## config.mk

```make
export PLATFORM = sky130hd
export DESIGN_NAME = wishbone_classic_cmd_controller
export DESIGN_NICKNAME = d
export VERILOG_FILES = /design/src/rtl/wishbone_classic_cmd_controller.sv
export SDC_FILE = /design/constraint.sdc
export NUM_CORES = 1
export LEC_CHECK = 0
export ABC_AREA = 1
export CAP_MARGIN = 20
export CORE_ASPECT_RATIO = 0.8
export CORE_MARGIN = 3
export CORE_UTILIZATION = 29
export CTS_CLUSTER_SIZE = 30
export DETAILED_ROUTE_END_ITERATION = 12
export SLEW_MARGIN = 20
export SYNTH_ARGS = -nofsm -noshare
export SYNTH_HDL_FRONTEND = slang
export SYNTH_SLANG_ARGS = --single-unit
```

## constraint.sdc

```tcl
create_clock -name clk_i -period 5.3 [get_ports clk_i]
set_clock_uncertainty 0.2 [all_clocks]
set_input_delay 0.795 -clock clk_i [delete_from_list [all_inputs] [get_ports clk_i]]
set_output_delay 0.795 -clock clk_i [all_outputs]
set_load 0.005 [all_outputs]
```

## src/rtl/wishbone_classic_cmd_controller.sv

```systemverilog
// Wishbone classic command controller: one valid/ready command becomes one
// single read/write bus cycle, with bounded retry on rty_i and a per-attempt
// timeout. The result returns on a valid/ready response stream with a status.
module wishbone_classic_cmd_controller #(
    parameter int ADR_WIDTH      = 32,
    parameter int DAT_WIDTH      = 32,
    parameter int MAX_RETRIES    = 3,
    parameter int TIMEOUT_CYCLES = 16
) (
    input  logic                   clk_i,
    input  logic                   rst_i,
    input  logic                   cmd_valid,
    output logic                   cmd_ready,
    input  logic                   cmd_we,
    input  logic [ADR_WIDTH-1:0]   cmd_adr,
    input  logic [DAT_WIDTH-1:0]   cmd_dat,
    input  logic [DAT_WIDTH/8-1:0] cmd_sel,
    output logic                   rsp_valid,
    input  logic                   rsp_ready,
    output logic [DAT_WIDTH-1:0]   rsp_dat,
    output logic [1:0]             rsp_status,
    output logic                   cyc_o,
    output logic                   stb_o,
    output logic                   we_o,
    output logic [ADR_WIDTH-1:0]   adr_o,
    output logic [DAT_WIDTH-1:0]   dat_o,
    output logic [DAT_WIDTH/8-1:0] sel_o,
    input  logic [DAT_WIDTH-1:0]   dat_i,
    input  logic                   ack_i,
    input  logic                   err_i,
    input  logic                   rty_i
);
    localparam int SEL_W = DAT_WIDTH / 8;
    localparam int TW    = $clog2(TIMEOUT_CYCLES + 1);
    // A zero-retry build still needs a 1-bit counter to stay legal.
    localparam int RW    = (MAX_RETRIES > 0) ? $clog2(MAX_RETRIES + 1) : 1;

    localparam logic [TW-1:0] TMO_LAST = TW'(TIMEOUT_CYCLES - 1);
    localparam logic [TW-1:0] TMO_MAX  = TW'(TIMEOUT_CYCLES);
    localparam logic [RW-1:0] RTY_MAX  = RW'(MAX_RETRIES);

    localparam logic [1:0] ST_OK  = 2'b00;
    localparam logic [1:0] ST_ERR = 2'b01;
    localparam logic [1:0] ST_RTY = 2'b10;
    localparam logic [1:0] ST_TMO = 2'b11;

    typedef enum logic [1:0] {S_IDLE, S_BUS, S_BACKOFF, S_RESP} state_e;

    state_e               state_q, state_d;
    logic                 cyc_q, cyc_d, stb_q, stb_d, we_q, we_d;
    logic [ADR_WIDTH-1:0] adr_q, adr_d;
    logic [DAT_WIDTH-1:0] dat_q, dat_d;
    logic [SEL_W-1:0]     sel_q, sel_d;
    logic                 rsp_valid_q, rsp_valid_d;
    logic [DAT_WIDTH-1:0] rsp_dat_q, rsp_dat_d;
    logic [1:0]           rsp_status_q, rsp_status_d;
    logic [TW-1:0]        tmo_q, tmo_d;
    logic [RW-1:0]        rty_q, rty_d;

    // State and every registered output; reset drops any bus cycle at once.
    always_ff @(posedge clk_i or posedge rst_i) begin
        if (rst_i) begin
            state_q      <= S_IDLE;
            cyc_q        <= 1'b0;
            stb_q        <= 1'b0;
            we_q         <= 1'b0;
            adr_q        <= '0;
            dat_q        <= '0;
            sel_q        <= '0;
            rsp_valid_q  <= 1'b0;
            rsp_dat_q    <= '0;
            rsp_status_q <= ST_OK;
            tmo_q        <= '0;
            rty_q        <= '0;
        end else begin
            state_q      <= state_d;
            cyc_q        <= cyc_d;
            stb_q        <= stb_d;
            we_q         <= we_d;
            adr_q        <= adr_d;
            dat_q        <= dat_d;
            sel_q        <= sel_d;
            rsp_valid_q  <= rsp_valid_d;
            rsp_dat_q    <= rsp_dat_d;
            rsp_status_q <= rsp_status_d;
            tmo_q        <= tmo_d;
            rty_q        <= rty_d;
        end
    end

    // Next-state and output decode; terminations priority err > ack > rty > timeout.
    always_comb begin
        state_d      = state_q;
        cyc_d        = cyc_q;
        stb_d        = stb_q;
        we_d         = we_q;
        adr_d        = adr_q;
        dat_d        = dat_q;
        sel_d        = sel_q;
        rsp_valid_d  = rsp_valid_q;
        rsp_dat_d    = rsp_dat_q;
        rsp_status_d = rsp_status_q;
        tmo_d        = tmo_q;
        rty_d        = rty_q;
        unique case (state_q)
            S_IDLE: begin
                if (cmd_valid) begin
                    we_d    = cmd_we;
                    adr_d   = cmd_adr;
                    dat_d   = cmd_dat;
                    sel_d   = cmd_sel;
                    rty_d   = '0;
                    tmo_d   = '0;
                    cyc_d   = 1'b1;
                    stb_d   = 1'b1;
                    state_d = S_BUS;
                end
            end
            S_BUS: begin
                tmo_d = (tmo_q == TMO_MAX) ? tmo_q : tmo_q + 1'b1;
                if (err_i || ack_i || (rty_i && rty_q == RTY_MAX) || (!rty_i && tmo_q == TMO_LAST)) begin
                    // Any terminal outcome: close the cycle and present a response.
                    cyc_d        = 1'b0;
                    stb_d        = 1'b0;
                    rsp_valid_d  = 1'b1;
                    rsp_dat_d    = '0;
                    state_d      = S_RESP;
                    if (err_i)      rsp_status_d = ST_ERR;
                    else if (ack_i) begin
                        rsp_status_d = ST_OK;
                        if (!we_q) rsp_dat_d = dat_i;
                    end
                    else if (rty_i) rsp_status_d = ST_RTY;
                    else            rsp_status_d = ST_TMO;
                end else if (rty_i) begin
                    rty_d   = rty_q + 1'b1;
                    cyc_d   = 1'b0;
                    stb_d   = 1'b0;
                    state_d = S_BACKOFF;
                end
            end
            S_BACKOFF: begin
                tmo_d   = '0;
                cyc_d   = 1'b1;
                stb_d   = 1'b1;
                state_d = S_BUS;
            end
            S_RESP: begin
                if (rsp_ready) begin
                    rsp_valid_d = 1'b0;
                    state_d     = S_IDLE;
                end
            end
            default: state_d = S_IDLE;
        endcase
    end

    assign cmd_ready  = (state_q == S_IDLE) && !rst_i;
    assign cyc_o      = cyc_q;
    assign stb_o      = stb_q;
    assign we_o       = we_q;
    assign adr_o      = adr_q;
    assign dat_o      = dat_q;
    assign sel_o      = sel_q;
    assign rsp_valid  = rsp_valid_q;
    assign rsp_dat    = rsp_dat_q;
    assign rsp_status = rsp_status_q;

`ifdef FORMAL
    a_stb_cyc: assert property (@(posedge clk_i) disable iff (rst_i) stb_o |-> cyc_o);
    a_payload: assert property (@(posedge clk_i) disable iff (rst_i)
        stb_o && $past(stb_o) |-> $stable({we_o, adr_o, dat_o, sel_o}));
    a_rsp_hold: assert property (@(posedge clk_i) disable iff (rst_i)
        rsp_valid && !rsp_ready |=> rsp_valid && $stable({rsp_dat, rsp_status}));
    a_bus_bound: assert property (@(posedge clk_i) disable iff (rst_i)
        state_q == S_BUS |-> tmo_q < TMO_MAX);
`endif
endmodule

```

==> summary.md, run 1 <==
| Metric | Value |
|---|---|
| Status | completed |
| Max-cap violations | 0 |
| CTS root buf | clkbuf_16 |
| Hold crit path type | reg2reg |
| RSZ-0062 raised after global routing | false |
| Worst setup startpoint | rst_i |
| Net count after synthesis | 502 |
| Mapped Area | 0.004637 mm² |
| Mapped Cells | 390 |
| GR Util All Layers | 14.09% |
| Number of buffers added on ports | 214 |
| Worst skew pair latency | 0.40 ns |
| Reg2Reg Setup Slack | 3.03 ns |
| Final WL | 12,190 µm |
| TritonCTS clock tree | built |
| R2r worst-path depth | 10 |
| Initial antenna violation count | 0 |
| Leakage Power | 3.174 nW |
| Initial DRC Count | 145 |
| Gpl congestion | 0.7274 |
| CTS buffer count | 17 |
| Worst flop-to-flop path startpoint | tmo_q[0] |
| Count of final setup violators | 0 |
| Remaining routing DRC violations | 0 |
| Crit path kind | in2out |
| Area Growth Syn to Fin | 61.04% |
| H-tree depth | 4 |
| Design area | 0.007467 mm² |
| I/O pin total | 215 |
| Crit-path max FO | 2 |
| Max frequency | 345.5 MHz |
| Post-DRT Antenna Nets | 0 |
| Clock buffer depth | 2 |
| Finished Layout Cells | 829 |
| Slew Limit Fails | 0 |
| Vias | 3,603 |
| Syn. warnings | 0 |
| Largest net degree at the start of global routing | 79 |
| DP Area | 0.006915 mm² |
| Die Ht | 119.1 µm |
| Cell Pwr Density | 549.8 mW/mm² |
| Multi-input gate area | 0.001589 mm² |
| Die footprint | 0.01755 mm² |
| # Post-CTS Setup Buffers | 0 |
| Fraction of layout cells with a size suffix above 1 | 17.77% |
| Worst R2R End | state_q[0] |
| Final min period | 2.895 ns |
| Hold_sp | rsp_valid |
| Synth unique cells | 26 |
| GR Overflow Total | 0 |
| Crit path DAT | 1.90 ns |
| Slew @ Worst Pin | 0.9735 ns |
| Chip width | 147.4 µm |
| Worst Setup End Kind | output pin |
| Post-CTS Resized | 0 |
| Row Count | 40 |
| Period utilization | 54.61% |
| DRT Pass-1 Iters | 4 |
| Placed Cells | 797 |
| Number of diodes | 0 |
| Flops & latches, synth | 114 |
| Initial core utilization | 30.28% |
| Total negative slack | 0 ns |
| Slew headroom | 35.10% |
| Vias per cell | 4.346 |
| Hold buffer count at cts | 0 |
| Layout Nets | 719 |
| Seq. cell area | 0.002853 mm² |
| CTS sink cnt | 114 |
| Register area share after synthesis | 61.52% |
| Avg Cell Area, Syn | 11.89 µm² |
| DP HPWL | 8829 µm |
| Total Power | 4.105 mW |
| First-pass GRT wire length | 19,780 µm |
| Setup crit start kind | input port |
| Avg WL per Cell | 14.71 µm |
| Clock-pin slew on the worst setup and hold paths | 0.05 ns |
| Endpoints failing hold | 0 |
| Vias in the first global route | 3,759 |
| # fillers | 1,406 |
| Setup crit end | cmd_ready |
| Peak VDD IR | 0.2709 mV |
| Core area | 0.01531 mm² |
| Worst Path Required | 4.30 ns |
[Yosys cell counts, drive strengths merged]
master	number	share of area, %
dfrtp	114	62
nand3	7	0.76
mux2	69	17
nor3	1	0.22
nand2	101	8.6
ha	4	1.1
nand4	2	0.40
o21ai	36	4.0
inv	15	1.3
o21bai	1	0.16
nand3b	2	0.32
buf	16	2.9
nor3b	1	0.16
a21oi	1	0.11
a22oi	1	0.16
clkbuf	2	0.22
nor2	17	1.5
[registers in the layout, summed over array words and instances (netlist names), 2 cells and up]
signal      cells
state_q         2
dat_o          32
sel_o           4
adr_o          32
tmo_q           5
rsp_dat        32
rty_q           2
rsp_status      2
[per-stage QoR]
step                      worst slack (ns)  hold WS [ns]  util (%)
after detailed placement             2.395        0.2734     45.16
after floorplan                      1.289        0.2459         -
after global placement               2.392        0.2646     45.16
after global routing                 2.364        0.3035     48.76
after CTS                            2.386        0.2869     48.66
final                                2.405        0.2838     48.76
[area by class of cell]
cell class                 instances  share of cell area [%]
clock buffer                      20                   5.982
clock inverter                    11                   1.206
inverter                          15                  0.8210
multi-input combinational        243                   21.28
sequential                       114                   38.20
tap                              210                   3.519
timing repair buffer             216                   28.99
[cells in the final DEF (no fill, tap or decap), types with 2 or more instances in the layout]
| master | count |
|---|---|
| inv_4 | 2 |
| nand2_1 | 98 |
| o21ai_0 | 17 |
| ha_1 | 4 |
| nand3_1 | 7 |
| clkinvlp_4 | 4 |
| clkdlybuf4s50_1 | 214 |
| mux2_2 | 69 |
| nor2_2 | 2 |
| clkinv_2 | 6 |
| nor2_1 | 15 |
| nand3b_1 | 2 |
| inv_1 | 13 |
| clkbuf_16 | 17 |
| nand2_4 | 2 |
| clkbuf_1 | 2 |
| dfrtp_1 | 114 |
| o21ai_1 | 18 |
[how the worst min path moves through the flow]
| stage | end | slack [ns] | cells past startpoint |
|---|---|---|---|
| after floorplan | rty_q[1] | 0.25 | 2 |
| after global placement | rty_q[1] | 0.26 | 2 |
| after detailed placement | rsp_dat[24] | 0.27 | 2 |
| after CTS | rsp_dat[24] | 0.29 | 2 |
| after global routing | rsp_valid | 0.30 | 2 |
| final | rsp_valid | 0.28 | 2 |
[power breakdown]
part | total [mW] | internal (mW) | leakage (nW) | switching [mW]
Combinational | 1.61 | 1.02 | 1.50 | 0.585
Sequential | 1.47 | 1.26 | 1.42 | 0.210
Clock | 1.03 | 0.647 | 0.257 | 0.382
Total | 4.11 | 2.93 | 3.17 | 1.18
[kinds of logic after synthesis]
kind of cell	after synthesis	share of synthesized area, %
muxes	69	16.76
buffers and inverters	33	4.344
and+or+nand+nor	131	11.90
AOI/OAI and AO/OA	39	4.398
DFF	114	61.52
adders and majority gates	4	1.079
[routing by layer]
metal  routed length (µm)  up-vias  track usage, %
met5                    0        -               0
met4                  147        0           4.889
met3                  985       16           5.553
met2                 5898      133           22.90
met1                 5162     1723           17.11
li1                     -     1731               -
[critical path, stage by stage]
cell	delay, ns
clkdlybuf4s50_1	0.47
nor2_1	0.13
clkdlybuf4s50_1	0.51
(Power assumes the default switching activity.)
==> run 2, diff against run 1 <==
Clock period 5.3 ns to 2.95 ns, I/O delays scaled along.
==> run 2 against run 1 <==
- die area unchanged
- core utilization is 0.42 points higher
- critical path depth is 1 higher
- final cell count grew 0.48%
- sequential share of layout area fell by 0.33 points
- global-route usage up 0.26 points
- critical endpoint unchanged
==> summary.md, run 2 (same netlist as run 1, synthesis figures left out) <==
| Metric | Value |
|---|---|
| Slew @ Worst Pin | 0.6275 ns (-0.3460 ns) |
| GR Util All Layers | 14.36% (+0.26 points) |
| Chip width | 147.4 µm (unchanged) |
| Sw Ratio | 28.68% (about the same) |
| Crit path kind | reg2out |
| Post-CTS Resized | 0 (unchanged) |
| CTS buffer count | 17 (unchanged) |
| Area Growth Syn to Fin | 62.44% |
| # Post-CTS Setup Buffers | 0 (unchanged) |
| Crit-path cells | inv_1, nand2_1, nor2_1, clkdlybuf4s50_1 |
| Slew headroom | 58.17% (+23 points) |
| Final core utilization | 49.18% (+0.42 points) |
| Most frequent cells in the layout | 214 x clkdlybuf4s50_1, 114 x dfrtp_1, 98 x nand2_1 |
| Avg WL per Cell | 14.93 µm (+1.5%) |
| H-tree depth | 4 (unchanged) |
| Core area | 0.01531 mm² (unchanged) |
| Cell Pwr Density | 991.1 mW/mm² (+80%) |
| RSZ-0062 raised after global routing | false |
| I/O pin total | 215 (unchanged) |
| Register share of total power | 35.3% (-0.4 points) |
| Initial DRC Count | 171 (+18%) |
| Clock buffer depth | 2 (unchanged) |
| Most common cell after layout, fill and taps aside | clkdlybuf4s50_1 |
| Slowest CP cell | clkdlybuf4s50_1 |
| Cell-internal power | 5.324 mW (+82%) |
| Remaining routing DRC violations | 0 (unchanged) |
| Endpoints failing hold | 0 (unchanged) |
| Die footprint | 0.01755 mm² (unchanged) |
| Initial core utilization | 30.28% (unchanged) |
| # fillers | 1,422 (+1.1%) |
| Crit path DAT | 1.68 ns (-0.22 ns) |
| Count of final setup violators | 0 (unchanged) |
| Largest net degree at the start of global routing | 115 (+46%) |
| Post-DRT Antenna Nets | 0 (unchanged) |
| Clk pwr share | 25.2% (about the same) |
| Vias in the first global route | 3,822 (+1.7%) |
| Initial antenna violation count | 0 (unchanged) |
| Vias per cell | 4.279 (-1.6%) |
| Row Count | 40 (unchanged) |
| Multi-input gate area | 0.001589 mm² (unchanged) |
| CTS root buf | clkbuf_16 |
| Clock-pin slew on the worst setup and hold paths | 0.05 ns (about the same) |
| DP HPWL | 8911 µm (+0.94%) |
| Family with the most delay on the worst path | buffers and inverters |
| Leakage Power | 3.208 nW (+1.1%) |
| Worst path bufs/invs | 2 (unchanged) |
| Crit-path max FO | 5 (+3) |
| Worst skew pair latency | 0.40 ns (about the same) |
| Setup crit start kind | flip-flop |
| Max-cap violations | 0 (unchanged) |
| First-pass GRT wire length | 19,820 µm (+0.24%) |
| Peak VDD IR | 0.4608 mV (+70%) |
| Status | completed |
| Number of diodes | 0 (unchanged) |
| Period utilization | 78.67% |
| TritonCTS clock tree | built |
| Hold crit path type | reg2reg |
| Final min period | 2.321 ns |
| DRT Pass-1 Iters | 4 (unchanged) |
| Worst Setup End Kind | output pin |
| GR Overflow Total | 0 (unchanged) |
| Layout Nets | 722 (+0.42%) |
| Fraction of layout cells with a size suffix above 1 | 18.30% (+0.53 points) |
| Max frequency | 430.9 MHz |
| CTS sink cnt | 114 (unchanged) |
| Seq. cell area | 0.002853 mm² (unchanged) |
| Final WL | 12,430 µm (+2.0%) |
| P_sw | 2.141 mW (+82%) |
| Max incr delay on CP | 0.51 ns (about the same) |
| Hold buffer count at cts | 0 (unchanged) |
| Worst Path Required | 2.31 ns (-1.99 ns) |
| Vias | 3,564 (-1.1%) |
| Die Ht | 119.1 µm (unchanged) |
| Number of buffers added on ports | 214 (unchanged) |
| Slew Limit Fails | 0 (unchanged) |
| Comb power frac | 39.5% (+0.3 points) |
| Gpl congestion | 0.7669 (+5.4%) |
| Total negative slack | 0 ns (unchanged) |
==> run 2: worst register-to-register path: stages, from the launching register on <==
cell     delay, ns
dfrtp_1       0.42
ha_1          0.23
nand2_1       0.08
nor2_1        0.05
ha_1          0.19
nand2_1       0.07
nand3_1       0.13
nand2_4       0.12
buf_12        0.24
o21ai_0       0.17
==> run 2: per-layer routing <==
metal,global-route usage [%],vias to the layer above,part of all wire [%]
li1,-,1732,-
met1,17.37,1695,43
met2,23.36,119,48
met3,5.249,18,7.3
met4,5.704,0,1.5
met5,0,-,0
==> run 2: final cells by class <==
class,instances,share of cell area (%)
Clock buffer,21,6.113
Clock inverter,11,1.163
Inverter,15,0.8306
Multi-Input combinational cell,243,21.10
Sequential cell,114,37.87
Tap cell,210,3.488
Timing Repair Buffer,219,29.44
==> run 2: final timing paths <==
path	start	end	slack [ns]	cells after the start
min in group asynchronous	rst_i	adr_o[4]	0.39	3
hold reg to reg	rsp_dat[27]	rsp_dat[27]	0.29	2
setup / recovery	state_q[0]	cmd_ready	0.63	4
setup reg to reg	tmo_q[0]	rsp_dat[20]	0.94	9
hold / removal	rsp_dat[27]	rsp_dat[27]	0.29	2
max in group asynchronous	rst_i	dat_o[23]	1.67	3
==> run 2: metrics by stage <==
stage | cells | power, mW | hold WS (ns) | setup slack [ns] | cell area (µm²)
2_1_floorplan | 390 | 3.877 | 0.2459 | 0.9221 | 4641
6_report | 833 | 7.465 | 0.2890 | 0.6293 | 7532
3_5_place_dp | 801 | 5.659 | 0.2744 | 0.7283 | 6984
5_1_grt | 833 | 7.942 | 0.3181 | 0.5443 | 7532
3_3_place_gp | 801 | 5.578 | 0.2584 | 0.7608 | 6984
4_1_cts | 833 | 7.599 | 0.2879 | 0.6103 | 7532
==> run 2: power groups by stage <==
| stage | sequential, mW | clock, mW | combinational (mW) |
|---|---|---|---|
| 6_report | 2.64 | 1.88 | 2.95 |
| 5_1_grt | 2.73 | 2.01 | 3.20 |
| 4_1_cts | 2.64 | 1.94 | 3.01 |
| 3_5_place_dp | 2.66 | 0 | 3.00 |
| 3_3_place_gp | 2.63 | 0 | 2.95 |
| 2_1_floorplan | 2.68 | 0 | 1.20 |
==> run 3, diff against run 2 <==
Clock period 2.95 ns to 2 ns, I/O delays scaled along.
==> run 3 against run 2 <==
- clock-buffer cell count up 2
- setup slack worse by 0.48 ns
- final cell count rose by 2.0%
- hold slack lost 0.15 ns
- critical path depth is 6 higher
- power is 58% higher
- register-to-register slack lost 0.79 ns
- via count grew 4.1%
- sequential share of layout area fell by 1.4 points
- cell area up 4.0%
==> summary.md, run 3 (same netlist as run 1, synthesis figures left out) <==
| Metric | Value |
|---|---|
| Status | completed |
| Hold crit path type | in2async |
| Sw Ratio | 27.27% (-1.4 points) |
| Leakage Power | 3.367 nW (+5.0%) |
| Crit path DAT | 1.97 ns (+0.29 ns) |
| Clk pwr share | 28.1% (+2.9 points) |
| Row Count | 40 (unchanged) |
| Cell-internal power | 8.581 mW (+61%) |
| Initial antenna violation count | 0 (unchanged) |
| Comb power frac | 39.2% (-0.3 points) |
| Peak VDD IR | 0.7199 mV (+56%) |
| R2r worst-path depth | 10 (+1) |
| Multi-input gate area | 0.001594 mm² (+0.32%) |
| Fraction of layout cells with a size suffix above 1 | 20.63% (+2.3 points) |
| CTS sink cnt | 114 (unchanged) |
| Register share of total power | 32.7% (-2.6 points) |
| Clock buffer depth | 2 (unchanged) |
| GR Overflow Total | 0 (unchanged) |
| Crit path kind | reg2reg |
| Most common cell after layout, fill and taps aside | clkdlybuf4s50_1 |
| DP HPWL | 9448 µm (+6.0%) |
| Crit-path max FO | 28 (+23) |
| Max-cap violations | 0 (unchanged) |
| Gpl congestion | 0.7893 (+2.9%) |
| Total negative slack | 0 ns (unchanged) |
| Largest net degree at the start of global routing | 57 (-50%) |
| Vias in the first global route | 3,861 (+1.0%) |
| Slew Limit Fails | 0 (unchanged) |
| Worst Path Required | 2.12 ns (-0.19 ns) |
| DRT Pass-1 Iters | 5 (+1) |
| Seq. cell area | 0.002854 mm² (about the same) |
| Count of final setup violators | 0 (unchanged) |
| Final WL | 12,760 µm (+2.6%) |
| Hold WS | 0.1408 ns (-0.1481 ns) |
| Worst Setup End Kind | flip-flop |
| First-pass GRT wire length | 20,560 µm (+3.7%) |
| P_sw | 3.218 mW (+50%) |
| Die footprint | 0.01755 mm² (unchanged) |
| Core area | 0.01531 mm² (unchanged) |
| Initial DRC Count | 148 (-13%) |
| Number of diodes | 0 (unchanged) |
| RSZ-0062 raised after global routing | false |
| Endpoints failing hold | 0 (unchanged) |
| Number of buffers added on ports | 214 (unchanged) |
| Layout Nets | 739 (+2.4%) |
| Initial core utilization | 30.28% (unchanged) |
| Period utilization | 92.29% |
| TritonCTS clock tree | built |
| Final min period | 1.846 ns |
| Remaining routing DRC violations | 0 (unchanged) |
| Slew headroom | 73.76% (+16 points) |
| Reg2Reg Setup Slack | 0.15 ns (-0.79 ns) |
| H-tree depth | 4 (unchanged) |
| Most frequent cells in the layout | 213 x clkdlybuf4s50_1, 113 x dfrtp_1, 98 x nand2_1 |
| Worst R2R End | rsp_dat[29] |
| Die Ht | 119.1 µm (unchanged) |
| Worst setup startpoint | tmo_q[0] |
| # fillers | 1,370 (-3.7%) |
| Area Growth Syn to Fin | 68.94% |
| Cell Pwr Density | 1506 mW/mm² (+52%) |
| Vias per cell | 4.366 (+2.0%) |
| Max frequency | 541.8 MHz |
| Vias | 3,711 (+4.1%) |
| CTS root buf | clkbuf_16 |
| Slew @ Worst Pin | 0.3928 ns (-0.2346 ns) |
| Chip width | 147.4 µm (unchanged) |
| GR Util All Layers | 14.79% (+0.43 points) |
| Avg WL per Cell | 15.01 µm (+0.59%) |
| Clock-pin slew on the worst setup and hold paths | 0.05 ns (about the same) |
| Worst skew pair latency | 0.40 ns (about the same) |
| Setup crit start kind | flip-flop |
| Post-DRT Antenna Nets | 0 (unchanged) |
| I/O pin total | 215 (unchanged) |
| CTS buffer count | 17 (unchanged) |
| Worst flop-to-flop path startpoint | tmo_q[0] |
-- run 3: per-stage QoR --
step / area, µm² / std cells / total power, mW / setup slack, ns / utilization (%)
2_1_floorplan: 4641 / 390 / 5.718 / 0.1146 / -
5_1_grt: 7834 / 850 / 12.56 / 0.02655 / 51.15
3_5_place_dp: 7127 / 815 / 8.459 / 0.04925 / 46.54
4_1_cts: 7796 / 849 / 11.90 / 0.07246 / 50.91
6_report: 7834 / 850 / 11.80 / 0.1543 / 51.15
3_3_place_gp: 7127 / 815 / 8.355 / 0.1283 / 46.54
-- run 3: layout make-up --
type | count | share of cell area (%)
Timing Repair Buffer | 236 | 30.71
Inverter | 15 | 0.7986
Clock buffer | 23 | 6.101
Clock inverter | 9 | 2.252
Sequential cell | 114 | 36.43
Multi-Input combinational cell | 243 | 20.35
Tap cell | 210 | 3.354
-- run 3: timing repair --
item / 4_1_cts / 5_1_grt
resized for setup: 2 / 2
setup endpoints to repair: 1 / 19
hold buffers: 0 / 0
gates cloned: 0 / 1
setup buffers: 2 / 0
-- run 3: metal layers --
layer / GRT usage [%] / vias up / wire length, µm
li1: - / 1774 / -
met1: 18.70 / 1790 / 5571
met2: 23.13 / 133 / 6013
met3: 5.744 / 14 / 999
met4: 5.297 / 0 / 177
met5: 0 / - / 0
-- run 3: power groups by stage --
stage | clock, mW | sequential (mW) | combinational [mW]
detailed placement | 0 | 3.90 | 4.56
CTS | 3.42 | 3.86 | 4.62
finish | 3.32 | 3.86 | 4.62
global route | 3.54 | 3.99 | 5.03
global placement | 0 | 3.86 | 4.49
floorplan | 0 | 3.95 | 1.77
-- run 3: how the worst max path moves through the flow --
stage,endpoint,slack (ns),cells past startpoint
floorplan,adr_o[0],0.11,1
global placement,adr_o[21],0.13,4
detailed placement,rsp_dat[21],0.05,7
CTS,rsp_dat[21],0.07,9
global route,rsp_status[0],0.03,10
finish,rsp_dat[29],0.15,10
-- run 3: critical path, stage by stage, from the launching register on --
cell       delay, ns
dfrtp_1         0.37
ha_1            0.21
nand2_1         0.08
nor2_1          0.04
ha_1            0.19
nand2_1         0.08
nand3_2         0.09
nand2_4         0.14
clkbuf_16       0.22
nand2_1         0.06
o21ai_1         0.07
